===== config.mk =====
export PLATFORM = sky130hd
export DESIGN_NAME = clock_time_keeper
export DESIGN_NICKNAME = d
export VERILOG_FILES = /design/src/rtl/clock_time_pkg.sv /design/src/rtl/bcd_pair_counter.sv /design/src/rtl/clock_time_keeper.sv
export SDC_FILE = /design/constraint.sdc
export NUM_CORES = 1
export LEC_CHECK = 0
export CAP_MARGIN = 20
export CORE_MARGIN = 10
export CORE_UTILIZATION = 45
export CTS_BUF_LIST = sky130_fd_sc_hd__clkbuf_8
export DETAILED_ROUTE_END_ITERATION = 6
export GPL_TIMING_DRIVEN = 0
export PLACE_DENSITY = 0.66
export SYNTH_ARGS = -nofsm -noshare
export SYNTH_HDL_FRONTEND = slang
export SYNTH_HIERARCHICAL = 1
export SYNTH_SLANG_ARGS = --single-unit

===== constraint.sdc =====
create_clock -name regular_clk -period 11.52 [get_ports regular_clk]
set_clock_uncertainty 0.2 [all_clocks]
set_input_delay 1.728 -clock regular_clk [delete_from_list [all_inputs] [get_ports regular_clk]]
set_output_delay 1.728 -clock regular_clk [all_outputs]
set_load 0.05 [all_outputs]

===== src/rtl/clock_time_pkg.sv =====
// Shared constants and types for the BCD time-of-day keeper.
// Field limits are held as packed BCD bytes: high nibble tens, low nibble units.
package clock_time_pkg;

  localparam int UNITS_W   = 4;
  localparam int HR_TENS_W = 2;
  localparam int MS_TENS_W = 3;

  localparam logic [7:0] SEC_MAX     = 8'h59;
  localparam logic [7:0] MIN_MAX     = 8'h59;
  localparam logic [7:0] HOUR_MAX_24 = 8'h23;
  localparam logic [7:0] HOUR_MAX_12 = 8'h12;
  localparam logic [7:0] HOUR_MIN_12 = 8'h01;

  typedef struct packed {
    logic [3:0] tens;
    logic [3:0] units;
  } bcd_pair_t;

  function automatic int bcd_tens(
    input logic [7:0] b
  );
    return int'(b[7:4]);
  endfunction

  function automatic int bcd_units(
    input logic [7:0] b
  );
    return int'(b[3:0]);
  endfunction

endpackage


===== src/rtl/bcd_pair_counter.sv =====
// Two-digit BCD counter with a configurable terminal value and wrap value.
// Reset and clear both load the wrap value; carry pulses as inc wraps the pair.
module bcd_pair_counter
  import clock_time_pkg::*;
#(
  parameter int TENS_W     = MS_TENS_W,
  parameter int MAX_TENS   = 5,
  parameter int MAX_UNITS  = 9,
  parameter int WRAP_TENS  = 0,
  parameter int WRAP_UNITS = 0
) (
  input  logic               clk,
  input  logic               rst_n,
  input  logic               inc,
  input  logic               clr,
  output logic [TENS_W-1:0]  tens,
  output logic [UNITS_W-1:0] units,
  output logic               carry
);

  localparam bcd_pair_t TOP = '{
    tens:  4'(MAX_TENS),
    units: 4'(MAX_UNITS)
  };
  localparam bcd_pair_t BOT = '{
    tens:  4'(WRAP_TENS),
    units: 4'(WRAP_UNITS)
  };

  localparam logic [TENS_W-1:0] TOP_T =
    TOP.tens[TENS_W-1:0];
  localparam logic [TENS_W-1:0] BOT_T =
    BOT.tens[TENS_W-1:0];
  localparam logic [UNITS_W-1:0] U_NINE =
    UNITS_W'(9);

  logic [TENS_W-1:0]  r_tens;
  logic [UNITS_W-1:0] r_units;

  logic w_at_top;
  logic w_u_wrap;

  assign w_at_top = (r_tens == TOP_T) &&
                    (r_units == TOP.units);

  // Units roll into tens only below the terminal value.
  assign w_u_wrap = (r_units == U_NINE) &&
                    !w_at_top;

  always_ff @(posedge clk or negedge rst_n) begin
    if (!rst_n) begin
      r_tens  <= BOT_T;
      r_units <= BOT.units;
    end else if (clr) begin
      r_tens  <= BOT_T;
      r_units <= BOT.units;
    end else if (inc) begin
      unique case (1'b1)
        w_at_top: begin
          r_tens  <= BOT_T;
          r_units <= BOT.units;
        end
        w_u_wrap: begin
          r_tens  <= r_tens + TENS_W'(1);
          r_units <= '0;
        end
        default: begin
          r_units <= r_units + UNITS_W'(1);
        end
      endcase
    end
  end

  assign tens  = r_tens;
  assign units = r_units;
  assign carry = inc && !clr && w_at_top;

endmodule


===== src/rtl/clock_time_keeper.sv =====
// HH:MM:SS BCD time keeper driven by a prescaled 1 Hz tick.
// Debounced adjust pulses are edge-detected and merged with the carry chain.
module clock_time_keeper
  import clock_time_pkg::*;
#(
  parameter int CLK_HZ   = 25_000_000,
  parameter int HOURS_24 = 1
) (
  input  logic                 regular_clk,
  input  logic                 rst_n,
  input  logic                 adj_hours,
  input  logic                 adj_minutes,
  input  logic                 adj_seconds,
  output logic                 second_tick,
  output logic [HR_TENS_W-1:0] hours_tens,
  output logic [UNITS_W-1:0]   hours_units,
  output logic [MS_TENS_W-1:0] min_tens,
  output logic [UNITS_W-1:0]   min_units,
  output logic [MS_TENS_W-1:0] sec_tens,
  output logic [UNITS_W-1:0]   sec_units
);

  localparam int PSC_W =
    (CLK_HZ > 1) ? $clog2(CLK_HZ) : 1;
  localparam logic [PSC_W-1:0] PSC_TOP =
    PSC_W'(CLK_HZ - 1);

  localparam logic [7:0] HR_TOP =
    (HOURS_24 != 0) ? HOUR_MAX_24 : HOUR_MAX_12;
  localparam logic [7:0] HR_BOT =
    (HOURS_24 != 0) ? 8'h00 : HOUR_MIN_12;

  logic [PSC_W-1:0] r_psc;
  logic             r_tick;
  logic             r_arm;
  logic [2:0]       r_adj_q;

  logic [2:0] w_adj;
  logic [2:0] w_edge;
  logic       w_wrap;
  logic       w_sec_inc;
  logic       w_sec_clr;
  logic       w_sec_carry;
  logic       w_min_inc;
  logic       w_min_carry;
  logic       w_hr_inc;
  logic       w_hr_carry_unused;

  assign w_adj = {adj_hours, adj_minutes, adj_seconds};

  // r_arm masks the first sampled level so a held button across reset is ignored.
  assign w_edge = w_adj & ~r_adj_q & {3{r_arm}};
  assign w_wrap = (r_psc == PSC_TOP);

  assign w_sec_clr = w_edge[0];
  assign w_sec_inc = w_wrap && !w_sec_clr;

  always_ff @(posedge regular_clk or negedge rst_n) begin
    if (!rst_n) begin
      r_psc   <= '0;
      r_tick  <= 1'b0;
      r_arm   <= 1'b0;
      r_adj_q <= '0;
    end else begin
      r_arm   <= 1'b1;
      r_adj_q <= w_adj;
      r_tick  <= w_sec_inc;
      if (w_wrap || w_sec_clr) begin
        r_psc <= '0;
      end else begin
        r_psc <= r_psc + PSC_W'(1);
      end
    end
  end

  bcd_pair_counter #(
    .TENS_W     (MS_TENS_W),
    .MAX_TENS   (bcd_tens(SEC_MAX)),
    .MAX_UNITS  (bcd_units(SEC_MAX)),
    .WRAP_TENS  (0),
    .WRAP_UNITS (0)
  ) u_sec (
    .clk   (regular_clk),
    .rst_n (rst_n),
    .inc   (w_sec_inc),
    .clr   (w_sec_clr),
    .tens  (sec_tens),
    .units (sec_units),
    .carry (w_sec_carry)
  );

  // An adjust and a carry landing together still step the field only once.
  assign w_min_inc = w_sec_carry || w_edge[1];

  bcd_pair_counter #(
    .TENS_W     (MS_TENS_W),
    .MAX_TENS   (bcd_tens(MIN_MAX)),
    .MAX_UNITS  (bcd_units(MIN_MAX)),
    .WRAP_TENS  (0),
    .WRAP_UNITS (0)
  ) u_min (
    .clk   (regular_clk),
    .rst_n (rst_n),
    .inc   (w_min_inc),
    .clr   (1'b0),
    .tens  (min_tens),
    .units (min_units),
    .carry (w_min_carry)
  );

  // Only a wrap caused by the seconds carry may ripple into hours.
  assign w_hr_inc = (w_sec_carry && w_min_carry) ||
                    w_edge[2];

  bcd_pair_counter #(
    .TENS_W     (HR_TENS_W),
    .MAX_TENS   (bcd_tens(HR_TOP)),
    .MAX_UNITS  (bcd_units(HR_TOP)),
    .WRAP_TENS  (bcd_tens(HR_BOT)),
    .WRAP_UNITS (bcd_units(HR_BOT))
  ) u_hr (
    .clk   (regular_clk),
    .rst_n (rst_n),
    .inc   (w_hr_inc),
    .clr   (1'b0),
    .tens  (hours_tens),
    .units (hours_units),
    .carry (w_hr_carry_unused)
  );

  assign second_tick = r_tick;

endmodule


==> insert_results.sql <==
INSERT INTO impl_metrics (metric_group, metric, value, unit) VALUES
('run_status', 'outcome', 'finished, final reports clean', ''),
('worst_setup_path', 'crit_path_cell_trace', 'clkdlybuf4s50_1, nand2_1, nor2_1, nor2_1, nand4b_4, nor3_1, a31o_2, nand4b_4, nor3_1, a32o_1, clkbuf_1, nand2_1, or3_1, a21oi_1', ''),
('die', 'die_area', '9720', 'um^2'),
('logic_synthesis', 'syn_avg_cell_area', '9.72', 'um^2'),
('die', 'die_height', '98.6', 'um'),
('worst_setup_path', 'critPathLaunch', 'adj_seconds', ''),
('timing', 'clock.fmax', '199', 'MHz'),
('worst_hold_path', 'hold-path-endpoint', 'r_psc[0]', ''),
('timing', 'fin_setup_tns', '0', 'ns'),
('route', 'detail_route.vias_per_cell', '5.60', ''),
('global_routing', 'grt_util_all_layers', '11.7', '%'),
('worst_setup_path', 'end_kind', 'flop', ''),
('worst_hold_path', 'timing.hold.worst.start', 'r_psc[0]', ''),
('layout', 'antenna-diode-count', '0', ''),
('logic_synthesis', 'post_synth_inst_count', '286', ''),
('timing', 'slew_violations', '0', ''),
('logic_synthesis', 'post_synth_instance_area', '2780', 'um^2'),
('cts', 'clock_latency', '0.30', 'ns'),
('cts', 'cts_tree', 'yes', ''),
('cts', 'cts_buffers', '5', ''),
('timing', 'setup_viol', '0', ''),
('cts', 'cts_max_path_buffers', '2', ''),
('timing', 'final.min_clock_period', '5.02', 'ns'),
('place', 'numPortBuffers', '25', ''),
('route', 'detail_route.wirelength', '5.61', 'mm'),
('global_routing', 'grt_pass1_wl', '9.75', 'mm'),
('timing', 'finalCritPeriodShare', '43.5', '%'),
('pwr', 'power.density_cell_area', '105', 'nW/um^2'),
('die', 'chipWidth', '98.6', 'um'),
('pwr', 'static-leakage-power', '1.39', 'nW'),
('job', 'drv_cap', '0', ''),
('worst_setup_path', 'r2r.worst_path.cells', '15', ''),
('route', 'initialDrtViolationCount', '76', ''),
('place', 'gp_congestion', '0.774', ''),
('timing', 'rsz0062_at_grt', 'false', ''),
('global_routing', 'initial_antenna_violation_count', '0', ''),
('route', 'post_drt_wl_per_cell', '14.2', 'um'),
('route', 'ant_nets', '0', ''),
('timing', 'slew_headroom', '58.5', '%'),
('timing', 'worst-slew-pin-transition', '0.619', 'ns'),
('layout', 'area_used_by_multi_input_combinational_logic', '1440', 'um^2'),
('cts', 'cts_resized', '0', ''),
('worst_setup_path', 'capture_instance_of_the_worst_register_to_register_path', 'u_hr/units[2]', ''),
('worst_setup_path', 'timing.setup.critical_path_class', 'input pin to flop', ''),
('worst_setup_path', 'critPathArrivalTime', '5.04', 'ns'),
('route', 'drcViolationCount', '0', ''),
('worst_setup_path', 'reg2reg_slack', '7.10', 'ns'),
('place', 'dp_hpwl', '4.04', 'mm'),
('layout', 'final_layout_size_suffix_gt1_share', '8.41', '%'),
('timing', 'hold_viol_final', '0', ''),
('cts', 'tritoncts_num_sinks', '50', ''),
('layout', 'layout.filler_cells', '548', ''),
('die', 'floorplan.io_pins', '26', ''),
('logic_synthesis', 'yosys_warnings', '6', ''),
('pwr', 'design_power_total', '0.339', 'mW'),
('worst_setup_path', 'path_buf_inv', '2', ''),
('worst_setup_path', 'cpLargestDelayFamily', 'simple AND/OR/NAND/NOR gates', ''),
('cts', 'cts-hold-fix-buffers', '0', ''),
('global_routing', 'number_of_global_route_vias_before_repair', '2105', ''),
('worst_setup_path', 'timing.critical_path.slowest_stage_cell', 'nor2_1', ''),
('pwr', 'peakVddDrop', '0.0523', 'mV'),
('route', 'drt_pre_antenna_iters', '4', ''),
('global_routing', 'pin_count_of_the_biggest_net_entering_global_routing', '36', ''),
('worst_setup_path', 'crit_fanout', '9', ''),
('global_routing', 'grt_overflow_total', '0', ''),
('cts', 'clk_tree_root_cell', 'clkbuf_8', ''),
('cts', 'worst_setup_hold_path_clk_slew', '0.08', 'ns'),
('worst_setup_path', 'max_stage_delay', '0.50', 'ns'),
('die', 'num_rows', '28', ''),
('die', 'design.core.area', '5960', 'um^2'),
('worst_hold_path', 'hold_class', 'flop to flop', ''),
('layout', 'final_nets', '337', ''),
('cts', 'cts_post_setup_buffers_inserted', '0', ''),
('route', 'dr_total_vias', '2218', ''),
('worst_setup_path', 'worstReg2RegStart', 'r_psc[10]', ''),
('worst_setup_path', 'required', '11.55', 'ns'),
('worst_hold_path', 'hold-path-cell-count', '1', ''),
('cts', 'ctsHtreeMaxLevel', '2', ''),
('die', 'floorplan.initialDensity', '46.7', '%'),
('worst_setup_path', 'setup.worst_path.start_class', 'input pin', ''),
('layout', 'area_growth_syn_to_layout', '16.3', '%'),
('layout', 'layout.area.seq', '1250', 'um^2');
[stage by stage]
step | cell area [um^2] | utilization, % | std cells | hold WS [ns] | setup WS (ns)
2_1_floorplan | 2780 | - | 287 | 0.286 | 7.21
3_3_place_gp | 3130 | 52.5 | 387 | 0.323 | 6.24
3_5_place_dp | 3140 | 52.8 | 388 | 0.337 | 6.16
4_1_cts | 3230 | 54.3 | 396 | 0.349 | 6.49
5_1_grt | 3230 | 54.3 | 396 | 0.369 | 6.12
6_report | 3230 | 54.3 | 396 | 0.343 | 6.50
[flip-flops by register name, indices dropped and copies added, names as in the netlist]
name	cells
u_sec/units	4
u_hr/units	4
u_min/units	4
r_psc	25
r_arm	1
u_hr/tens	2
r_adj_q	3
second_tick	1
u_sec/tens	3
u_min/tens	3
[cell type report]
type | instances | share of cell area (%)
buffer | 10 | 1.43
clock buffer | 6 | 2.55
clock inverter | 2 | 0.271
inverter | 11 | 1.28
multi-input combinational | 216 | 44.7
sequential | 50 | 38.7
tap | 75 | 2.90
timing repair buffer | 26 | 8.20
[worst max path at each step]
stage / end / slack, ns / cells after the start
after floorplan: u_hr/units[2] / 7.21 / 13
after global placement: u_hr/units[2] / 6.24 / 14
after detailed placement: u_hr/units[2] / 6.16 / 14
after CTS: u_hr/units[2] / 6.49 / 14
after global routing: u_hr/units[2] / 6.12 / 14
final: u_hr/units[2] / 6.50 / 14
[worst register-to-register path, stage by stage, from the launching register on]
cell      delay (ns)
dfrtp_1         0.37
clkbuf_1        0.18
or4_1           0.52
nor3_1          0.28
nand2_1         0.08
nor2_1          0.49
nand4b_4        0.20
nor3_1          0.34
a31o_2          0.27
nand4b_4        0.16
nor3_1          0.20
a32o_1          0.18
clkbuf_1        0.28
nand2_1         0.11
or3_1           0.35
a21oi_1         0.13
[per-layer routing]
layer  vias up  global-route usage [%]  wire, um  part of all wire [%]
met5         -                       0         0                     0
met4         0                    3.86        54                  0.96
met3         7                    3.77       278                   5.0
met2        32                    18.5      2650                    47
met1      1086                    14.8      2630                    47
li1       1093                       -         -                     -
[power breakdown]
part	internal, mW	switching (mW)
clock network	0.0477	0.0568
logic	0.0147	0.0250
registers	0.184	0.0105
total	0.246	0.0924
[cell usage in the layout (no fill, tap or decap), drive strengths merged, types with 5 or more instances in the layout]
master,instances
or3,7
or4,11
nand4,7
inv,12
or3b,10
buf,7
o21ai,12
o31ai,5
clkdlybuf4s50,24
a21oi,26
nor3,5
clkbuf,11
nand3b,8
ha,12
nand3,13
nand2b,6
nor2,23
nand2,30
xnor2,8
dfrtp,50
Power figures use the tool's default switching activity.
